## src/rtl/vend_pkg.sv

```systemverilog
// Shared vending types: dispenser FSM states, coin denominations and coin values in quarters.
package vend_pkg;

  typedef enum logic [2:0] {
    StIdle,
    StSel,
    StReq,
    StGap,
    StDone,
    StFault
  } disp_state_e;

  typedef enum logic [1:0] {
    Den1,
    Den05,
    Den025
  } den_e;

  localparam int unsigned CoinValue1   = 4;
  localparam int unsigned CoinValue05  = 2;
  localparam int unsigned CoinValue025 = 1;

  function automatic int unsigned coin_value(den_e den);
    int unsigned val;
    val = 0;
    unique case (den)
      Den1:    val = CoinValue1;
      Den05:   val = CoinValue05;
      Den025:  val = CoinValue025;
      default: val = 0;
    endcase
    return val;
  endfunction

endpackage

```

## src/rtl/dispense_timer.sv

```systemverilog
// Loadable down-counter that saturates at zero; tc_o flags the zero count.
module dispense_timer #(
  parameter int unsigned Width = 8
) (
  input  logic             clk_i,
  input  logic             rst_ni,
  input  logic             load_i,
  input  logic [Width-1:0] load_val_i,
  input  logic             en_i,
  output logic             tc_o
);

  logic [Width-1:0] cnt_d, cnt_q;

  always_comb begin
    cnt_d = cnt_q;
    if (load_i) begin
      cnt_d = load_val_i;
    end else if (en_i && (cnt_q != '0)) begin
      cnt_d = cnt_q - Width'(1);
    end
  end

  always_ff @(posedge clk_i or negedge rst_ni) begin
    if (!rst_ni) begin
      cnt_q <= '0;
    end else begin
      cnt_q <= cnt_d;
    end
  end

  assign tc_o = (cnt_q == '0);

endmodule

```

## src/rtl/change_dispenser.sv

```systemverilog
// Drives the coin hopper one coin at a time ($1 first, then 50c, then 25c) with a
// request/ack handshake, an enforced inter-coin gap and a sticky ack-timeout fault.
module change_dispenser
  import vend_pkg::*;
#(
  parameter int unsigned CNT_W       = 8,
  parameter int unsigned GAP_CYCLES  = 4,
  parameter int unsigned ACK_TIMEOUT = 200
) (
  input  logic             in_clka,
  input  logic             in_restart_n,
  input  logic             in_load,
  input  logic [CNT_W-1:0] in_change_1,
  input  logic             in_change_05,
  input  logic             in_change_025,
  input  logic             in_clear_fault,
  input  logic             in_hopper_ack,
  output logic             out_req_1,
  output logic             out_req_05,
  output logic             out_req_025,
  output logic             out_busy,
  output logic             out_done,
  output logic             out_fault,
  output logic [CNT_W+1:0] out_coins_left
);

  localparam int unsigned TimerW = 8;
  localparam int unsigned LeftW  = CNT_W + 2;

  disp_state_e      state_d, state_q;
  den_e             den_d, den_q;
  logic [CNT_W-1:0] cnt1_d, cnt1_q;
  logic             f05_d, f05_q, f025_d, f025_q;
  logic             req1_d, req1_q, req05_d, req05_q, req025_d, req025_q;
  logic             busy_d, busy_q, done_d, done_q, fault_d, fault_q;
  logic [LeftW-1:0] left_d, left_q;
  logic             gap_load, ack_load, gap_tc, ack_tc;

  // Both timers are loaded with N-1 so the state they guard lasts exactly N cycles.
  dispense_timer #(.Width(TimerW)) u_gap_timer (
    .clk_i      (in_clka),
    .rst_ni     (in_restart_n),
    .load_i     (gap_load),
    .load_val_i (TimerW'(GAP_CYCLES - 1)),
    .en_i       (state_q == StGap),
    .tc_o       (gap_tc)
  );

  dispense_timer #(.Width(TimerW)) u_ack_timer (
    .clk_i      (in_clka),
    .rst_ni     (in_restart_n),
    .load_i     (ack_load),
    .load_val_i (TimerW'(ACK_TIMEOUT - 1)),
    .en_i       (state_q == StReq),
    .tc_o       (ack_tc)
  );

  always_comb begin
    state_d  = state_q;
    den_d    = den_q;
    cnt1_d   = cnt1_q;
    f05_d    = f05_q;
    f025_d   = f025_q;
    req1_d   = 1'b0;
    req05_d  = 1'b0;
    req025_d = 1'b0;
    done_d   = 1'b0;
    fault_d  = fault_q;
    gap_load = 1'b0;
    ack_load = 1'b0;

    unique case (state_q)
      StIdle: begin
        if (in_load) begin
          cnt1_d  = in_change_1;
          f05_d   = in_change_05;
          f025_d  = in_change_025;
          state_d = StSel;
        end
      end
      StSel: begin
        ack_load = 1'b1;
        state_d  = StReq;
        if (cnt1_q != '0) begin
          den_d  = Den1;
          req1_d = 1'b1;
        end else if (f05_q) begin
          den_d   = Den05;
          req05_d = 1'b1;
        end else if (f025_q) begin
          den_d    = Den025;
          req025_d = 1'b1;
        end else begin
          ack_load = 1'b0;
          state_d  = StDone;
          done_d   = 1'b1;
        end
      end
      StReq: begin
        if (in_hopper_ack) begin
          unique case (den_q)
            Den1:    if (cnt1_q != '0) cnt1_d = cnt1_q - CNT_W'(1);
            Den05:   f05_d = 1'b0;
            Den025:  f025_d = 1'b0;
            default: ;
          endcase
          gap_load = 1'b1;
          state_d  = StGap;
        end else if (ack_tc) begin
          fault_d = 1'b1;
          state_d = StFault;
        end else begin
          req1_d   = req1_q;
          req05_d  = req05_q;
          req025_d = req025_q;
        end
      end
      StGap: begin
        if (gap_tc) state_d = StSel;
      end
      StDone: begin
        state_d = StIdle;
      end
      StFault: begin
        if (in_clear_fault) begin
          cnt1_d  = '0;
          f05_d   = 1'b0;
          f025_d  = 1'b0;
          fault_d = 1'b0;
          state_d = StIdle;
        end
      end
      default: state_d = StIdle;
    endcase

    busy_d = (state_d != StIdle);
    left_d = LeftW'(cnt1_d) + LeftW'(f05_d) + LeftW'(f025_d);
  end

  always_ff @(posedge in_clka or negedge in_restart_n) begin
    if (!in_restart_n) begin
      state_q  <= StIdle;
      den_q    <= Den1;
      cnt1_q   <= '0;
      f05_q    <= 1'b0;
      f025_q   <= 1'b0;
      req1_q   <= 1'b0;
      req05_q  <= 1'b0;
      req025_q <= 1'b0;
      busy_q   <= 1'b0;
      done_q   <= 1'b0;
      fault_q  <= 1'b0;
      left_q   <= '0;
    end else begin
      state_q  <= state_d;
      den_q    <= den_d;
      cnt1_q   <= cnt1_d;
      f05_q    <= f05_d;
      f025_q   <= f025_d;
      req1_q   <= req1_d;
      req05_q  <= req05_d;
      req025_q <= req025_d;
      busy_q   <= busy_d;
      done_q   <= done_d;
      fault_q  <= fault_d;
      left_q   <= left_d;
    end
  end

  assign out_req_1      = req1_q;
  assign out_req_05     = req05_q;
  assign out_req_025    = req025_q;
  assign out_busy       = busy_q;
  assign out_done       = done_q;
  assign out_fault      = fault_q;
  assign out_coins_left = left_q;

endmodule
```

## config.mk

```make
export PLATFORM = sky130hd
export DESIGN_NAME = change_dispenser
export DESIGN_NICKNAME = d
export VERILOG_FILES = /design/src/rtl/vend_pkg.sv /design/src/rtl/dispense_timer.sv /design/src/rtl/change_dispenser.sv
export SDC_FILE = /design/constraint.sdc
export NUM_CORES = 1
export LEC_CHECK = 0
export CAP_MARGIN = 10
export CORE_MARGIN = 8
export CORE_UTILIZATION = 55
export DETAILED_ROUTE_END_ITERATION = 10
export PLACE_DENSITY = 0.77
export RECOVER_POWER = 25
export SYNTH_ARGS = -nofsm -noshare
export SYNTH_HDL_FRONTEND = slang
export SYNTH_SLANG_ARGS = --single-unit
```

## constraint.sdc

```tcl
create_clock -name in_clka -period 8.65 [get_ports in_clka]
set_input_delay 1.2975 -clock in_clka [delete_from_list [all_inputs] [get_ports in_clka]]
set_output_delay 1.2975 -clock in_clka [all_outputs]
set_load 0.05 [all_outputs]
```

==> results of run 1 <==
-- logic make-up (layout without fill, tap and decap cells) --
kind of cell,Yosys count,in the layout,synth area share
adders and majority gates,5,5,0.0279
DFF,46,46,0.458
AOI/OAI and AO/OA,56,56,0.173
buffers and inverters,25,54,0.0428
xor gates and xnor gates,15,15,0.0523
and+or+nand+nor,104,104,0.244
other,1,1,0.00149
-- final cells by class --
cell class              count  area [µm²]  share of cell area
well taps                  52        65.1              0.0222
clock buffers               7        76.3              0.0261
flip-flops and latches     46        1150               0.393
clock inverters             1        30.0              0.0103
repair buffers             30         292              0.0996
multi-input cells         181        1250               0.428
inverters                  16        60.1              0.0205
-- flip-flops by register name, indices dropped and copies added (netlist names) --
register,flops
out_req_05,1
out_req_025,1
out_done,1
out_busy,1
state_q,3
u_gap_timer.cnt_q,8
f05_q,1
out_req_1,1
f025_q,1
out_coins_left,9
u_ack_timer.cnt_q,8
cnt1_q,8
out_fault,1
den_q,2
-- per-stage QoR --
stage / power, µW / instances / util
after floorplan: 768 / 252 / -
final: 1050 / 333 / 0.668
after global placement: 894 / 325 / 0.645
after CTS: 1060 / 333 / 0.669
after global routing: 1130 / 333 / 0.668
after detailed placement: 901 / 325 / 0.645
-- Yosys cell counts, types with 2 or more instances --
cell type,count,area [µm²]
dfrtp_1,46,1150
nand2b_1,4,25.0
a21oi_1,7,35.0
nand3_1,3,15.0
o31a_1,4,35.0
o21ai_1,2,10.0
xor2_1,2,17.5
a21o_1,3,22.5
inv_1,16,60.1
o21ai_0,9,45.0
nand4_1,2,12.5
nor3b_1,4,30.0
a22o_1,3,26.3
a31oi_1,2,12.5
buf_4,2,15.0
a211o_1,3,26.3
clkbuf_1,2,7.51
buf_2,5,25.0
and2_1,2,12.5
and3_1,3,18.8
xnor2_1,13,114
nor4_1,9,56.3
nand2_1,18,67.6
o21a_1,2,15.0
nand4b_1,2,17.5
or4_1,3,22.5
nand3b_1,2,15.0
or2_2,2,12.5
nor2_1,24,90.1
nor4b_1,3,26.3
or3_1,10,62.6
a32o_1,2,20.0
o31ai_1,2,15.0
nor3_1,3,15.0
o211ai_1,2,15.0
ha_1,4,50.1
-- worst max-delay path, stage by stage --
cell             delay [ps]
clkdlybuf4s50_1         520
nor4bb_1                190
buf_4                   190
nor3b_1                 630
a21o_1                  140
a22oi_1                 100
fa_1                    480
inv_1                   100
ha_1                    170
and2_1                  200
nand2_1                  70
nor4b_1                 300
-- report_power, final --
part           switching (µW)  internal, µW  total [µW]
Clock                    68.7          86.5         155
Sequential               86.6           293         380
Combinational             310           209         518
-- how the worst min path moves through the flow --
stage | startpoint | to | slack [ps] | depth (start not counted)
after floorplan | u_gap_timer.cnt_q[1] | u_gap_timer.cnt_q[1] | 510 | 2
after global placement | out_req_025 | out_req_025 | 480 | 2
after detailed placement | out_req_025 | out_req_025 | 470 | 2
after CTS | out_req_025 | out_req_025 | 510 | 2
after global routing | out_req_025 | out_req_025 | 520 | 2
final | out_req_025 | out_req_025 | 510 | 2
-- layer usage --
| layer | track usage | part of all wire |
|---|---|---|
| met2 | 0.260 | 0.46 |
| met4 | 0.0424 | 0.012 |
| met5 | 0 | 0 |
| met1 | 0.200 | 0.46 |
| met3 | 0.0459 | 0.066 |
==> flow_summary.yaml, run 1 <==
global_route:
  grt_max_degree: 47
  grt-ovfl-total: 0
  grt_pass1_vias: 2011
  grt_pass1_wl_um: 9460
  grt_util_all_layers: 0.160
  antenna_found_initial: 0
clock_network:
  cts.sinks: 46
  post_cts_buffers: 0
  insertion_delay_ps: 300
  htree_num_levels: 2
  hold_buffers: 0
  cts-resized-gates: 0
  clock_path_buffers: 2
  cts_buffers: 5
  clkTransAtPathRegs_ps: 80
  cts_tree: "yes"
  clockRootBuffer: "clkbuf_8"
sta:
  finalMaxSlewViolations: 47
  tightestPinTransition_ps: 2400
  min_period_over_period: 0.485
  max_freq_ghz: 0.238
  hold_violations: 0
  setup-violations-final: 0
  rsz0062_at_grt: "false"
  slew_headroom: -0.598
  fin_setup_tns_ps: 0
  setup_slack_ps: 4450
  whs_ps: 510
  period_needed_ps: 4200
  fin_skew_ps: 8.83
critical_path:
  worst_ep_arrival_time_ps: 4390
  crit_required_ps: 8840
  crit_path_start_kind: "input pin"
  reg2regPathDepth: 10
  cp-end-kind: "register"
  crit_type: "input pin to register"
  r2r_end: "out_coins_left[6]"
  r2r-start: "state_q[0]"
  worst-path-max-fanout: 10
  crit_start: "in_hopper_ack"
  ff2ff_setup_slack_ps: 5350
  endpoint: "out_coins_left[8]"
cells_and_area:
  drive_above_1_share: 0.0641
  fillCellCount: 346
  final_area_mm2: 0.00293
  nNetsFinal: 300
  area_growth_pct: 16.6
  diodes: 0
  mostFrequentLayoutCell: "dfrtp_1"
  final_cell_mix: "46 x dfrtp_1, 28 x clkdlybuf4s50_1, 24 x nor2_1"
yosys:
  async_reset_ff_frac: 1.00
  synth_seq_cells: 46
  syn_avg_cell_area_um2: 9.96
  synthDistinctLibCells: 63
  yosysSeqAreaShare: 0.458
  syn_inst: 252
  syn_nets: 272
  ys.flop_type: "dfrtp_1"
  netlist_area_mm2: 0.00251
  ys_warn_count: 0
  synth_edf_count: 0
floorplan:
  die_x_um: 83.6
  rows: 24
  start_util: 0.573
  die_h_um: 83.6
  dieArea_mm2: 0.00698
  core_area_mm2: 0.00438
  io_pins: 31
run_status:
  status: "finished with violations"
  violations: "capacitance limit, slew limit"
power_and_ir_drop:
  ir_worst_vdd_mv: 0.180
  power_density_mw_per_mm2: 360
  p_leak_uw: 0.00124
routing:
  num_vias: 2034
  vias_per_cell: 6.11
  wl_um: 5400
  drt_first_iter_violations: 122
  drtAntennaViolNets: 0
  first_pass_iters: 4
  wl_per_cell_um: 16.2
  drc_errors: 0
flow_run:
  drv_cap: 1
min_path:
  hold_class: "register to register"
placed_design:
  gp_congestion: 0.893
  dp_hpwl_um: 3960
  dpl_cell_area_mm2: 0.00283
  post-place-ws_ps: 4170
  port_buffers: 29
Note: power is estimated with default switching activity, not from simulation.
==> run 2: changes to the inputs <==
--- a/config.mk
+++ b/config.mk
@@ -7,9 +7,9 @@
 export LEC_CHECK = 0
 export CAP_MARGIN = 10
 export CORE_MARGIN = 8
-export CORE_UTILIZATION = 55
+export CORE_UTILIZATION = 50
 export DETAILED_ROUTE_END_ITERATION = 10
-export PLACE_DENSITY = 0.77
+export PLACE_DENSITY = 0.74
 export RECOVER_POWER = 25
 export SYNTH_ARGS = -nofsm -noshare
 export SYNTH_HDL_FRONTEND = slang
==> constraint.sdc (replaced) <==
create_clock -name in_clka -period 3.55 [get_ports in_clka]
set_input_delay 0.5325 -clock in_clka [delete_from_list [all_inputs] [get_ports in_clka]]
set_output_delay 0.5325 -clock in_clka [all_outputs]
set_load 0.05 [all_outputs]
==> run 2 against run 1 <==
Compared with the run above:
- sequential power is 140% higher
- highest routed layer unchanged
- largest power group unchanged
- the run still ends with capacitance limit, slew limit left
- sequential share of layout area is 0.79 points lower
- via count is 0.34% lower
- clock-buffer cell count is 1 lower
==> flow_summary.yaml, run 2 (synthesis results as in run 1) <==
sta:
  finalMaxSlewViolations: 47
  rsz0062_at_grt: "false"
  setup_slack_ps: 311
  slew_headroom: -0.591
  tightestPinTransition_ps: 2390
  fin_skew_ps: 5.77
  fin_setup_tns_ps: 0
  min_period_over_period: 0.912
  period_needed_ps: 3240
  setup-violations-final: 0
  hold_violations: 0
  max_freq_ghz: 0.309
placed_design:
  gp_congestion: 0.884
  dp_hpwl_um: 4010
  post-place-ws_ps: 159
  port_buffers: 29
  dp.cells: 344
cells_and_area:
  fillCellCount: 402
  multi_input_area_mm2: 0.00126
  final_cells: 351
  nNetsFinal: 304
  final_cell_mix: "46 x dfrtp_1, 28 x clkdlybuf4s50_1, 24 x nor2_1"
  regArea_mm2: 0.00115
  area_growth_pct: 19.0
  drive_above_1_share: 0.0845
  mostFrequentLayoutCell: "dfrtp_1"
  diodes: 0
  largest_reg_flops: 9
global_route:
  grt-ovfl-total: 0
  grt_max_degree: 47
  grt_util_all_layers: 0.155
  grt_pass1_wl_um: 9380
  grt_pass1_vias: 1929
  antenna_found_initial: 0
clock_network:
  clockRootBuffer: "clkbuf_8"
  cts-resized-gates: 0
  cts_tree: "yes"
  insertion_delay_ps: 300
  cts.sinks: 46
  clkTransAtPathRegs_ps: 80
  hold_buffers: 0
  cts_buffers: 5
  htree_num_levels: 2
  post_cts_buffers: 0
  clock_path_buffers: 2
floorplan:
  rows: 25
  die_h_um: 86.9
  dieArea_mm2: 0.00755
  core_area_mm2: 0.00479
  io_pins: 31
  start_util: 0.525
  die_x_um: 86.9
critical_path:
  crit_type: "register to register"
  path_cells: "inv_1 > ha_1 > or4b_4 > o21ai_1 > a21o_1 > nand2_1 > o311ai_0 > inv_1 > fa_1 > inv_1 > ha_1 > and2_1 > nand2_1 > nor4b_1"
  crit_required_ps: 3740
  slowest_delay_ps: 510
  cp-end-kind: "register"
  crit_top_cell: "inv_1"
  crit_path_start_kind: "register"
  worst-path-max-fanout: 5
  cpLargestDelayFamily: "simple AND/OR/NAND/NOR gates"
  worst_ep_arrival_time_ps: 3430
  path_buf_inv: 3
  cpMaxStageDelayCell: "or4b_4"
run_status:
  status: "finished with violations"
  violations: "capacitance limit, slew limit"
routing:
  wl_um: 5560
  num_vias: 2027
  drc_errors: 0
  drtAntennaViolNets: 0
  vias_per_cell: 5.77
  drt_first_iter_violations: 164
  wl_per_cell_um: 15.8
  first_pass_iters: 4
power_and_ir_drop:
  p_leak_uw: 0.00127
  ir_worst_vdd_mv: 0.369
  power_density_mw_per_mm2: 880
min_path:
  hold_class: "register to register"
flow_run:
  drv_cap: 1
run 2: cell count changes in the layout (fill, tap and decap cells not counted):
cell | before | now
buf_4 | 1 | 5
or3_4 | 0 | 1
clkbuf_8 | 5 | 6
or3_1 | 11 | 10
clkbuf_1 | 3 | 1
run 2: where the power goes:
part | internal (µW) | total [µW] | switching (µW) | leakage (µW)
Combinational | 532 | 1300 | 771 | 0.000633
Sequential | 714 | 928 | 214 | 0.000575
Clock | 225 | 399 | 173 | 0.0000573
Total | 1470 | 2630 | 1160 | 0.00127
run 2: cell type report:
type | instances | share of cell area
Multi-Input combinational cell | 181 | 0.421
Inverter | 16 | 0.0201
Sequential cell | 46 | 0.385
Clock inverter | 1 | 0.0101
Clock buffer | 6 | 0.0276
Tap cell | 67 | 0.0281
Timing Repair Buffer | 34 | 0.108
run 2: through the flow:
step | total power (µW) | util | hold WS, ps | cell area, µm²
2_1_floorplan | 1870 | - | 237 | 2510
3_3_place_gp | 2210 | 0.601 | 486 | 2880
3_5_place_dp | 2230 | 0.601 | 480 | 2880
4_1_cts | 2640 | 0.625 | 439 | 2990
5_1_grt | 2820 | 0.624 | 525 | 2990
6_report | 2630 | 0.624 | 508 | 2990
run 2: worst min-delay path: cells and delay by family, from the launching register on:
| kind | cells | cell delay (ps) |
|---|---|---|
| flip-flops | 1 | 360 |
| AO/OA/AOI/OAI | 1 | 60 |
| AND/OR/NAND/NOR | 1 | 50 |
run 2: layer usage:
metal | vias up | track usage | wire (µm)
met1 | 973 | 0.212 | 2620
met5 | - | 0 | 0
li1 | 985 | - | -
met4 | 0 | 0.0423 | 52
met3 | 9 | 0.0358 | 326
met2 | 60 | 0.239 | 2560
run 2: worst paths after layout:
check	startpoint	to	slack [ps]	depth (start not counted)
max in group asynchronous	in_restart_n	u_ack_timer.cnt_q[1]	1250	1
worst max-delay path	cnt1_q[0]	out_coins_left[8]	310	14
worst min-delay path	out_req_025	out_req_025	510	2
worst max register to register	cnt1_q[0]	out_coins_left[8]	310	14
worst min register to register	out_req_025	out_req_025	510	2
min in group asynchronous	in_restart_n	u_gap_timer.cnt_q[2]	960	1
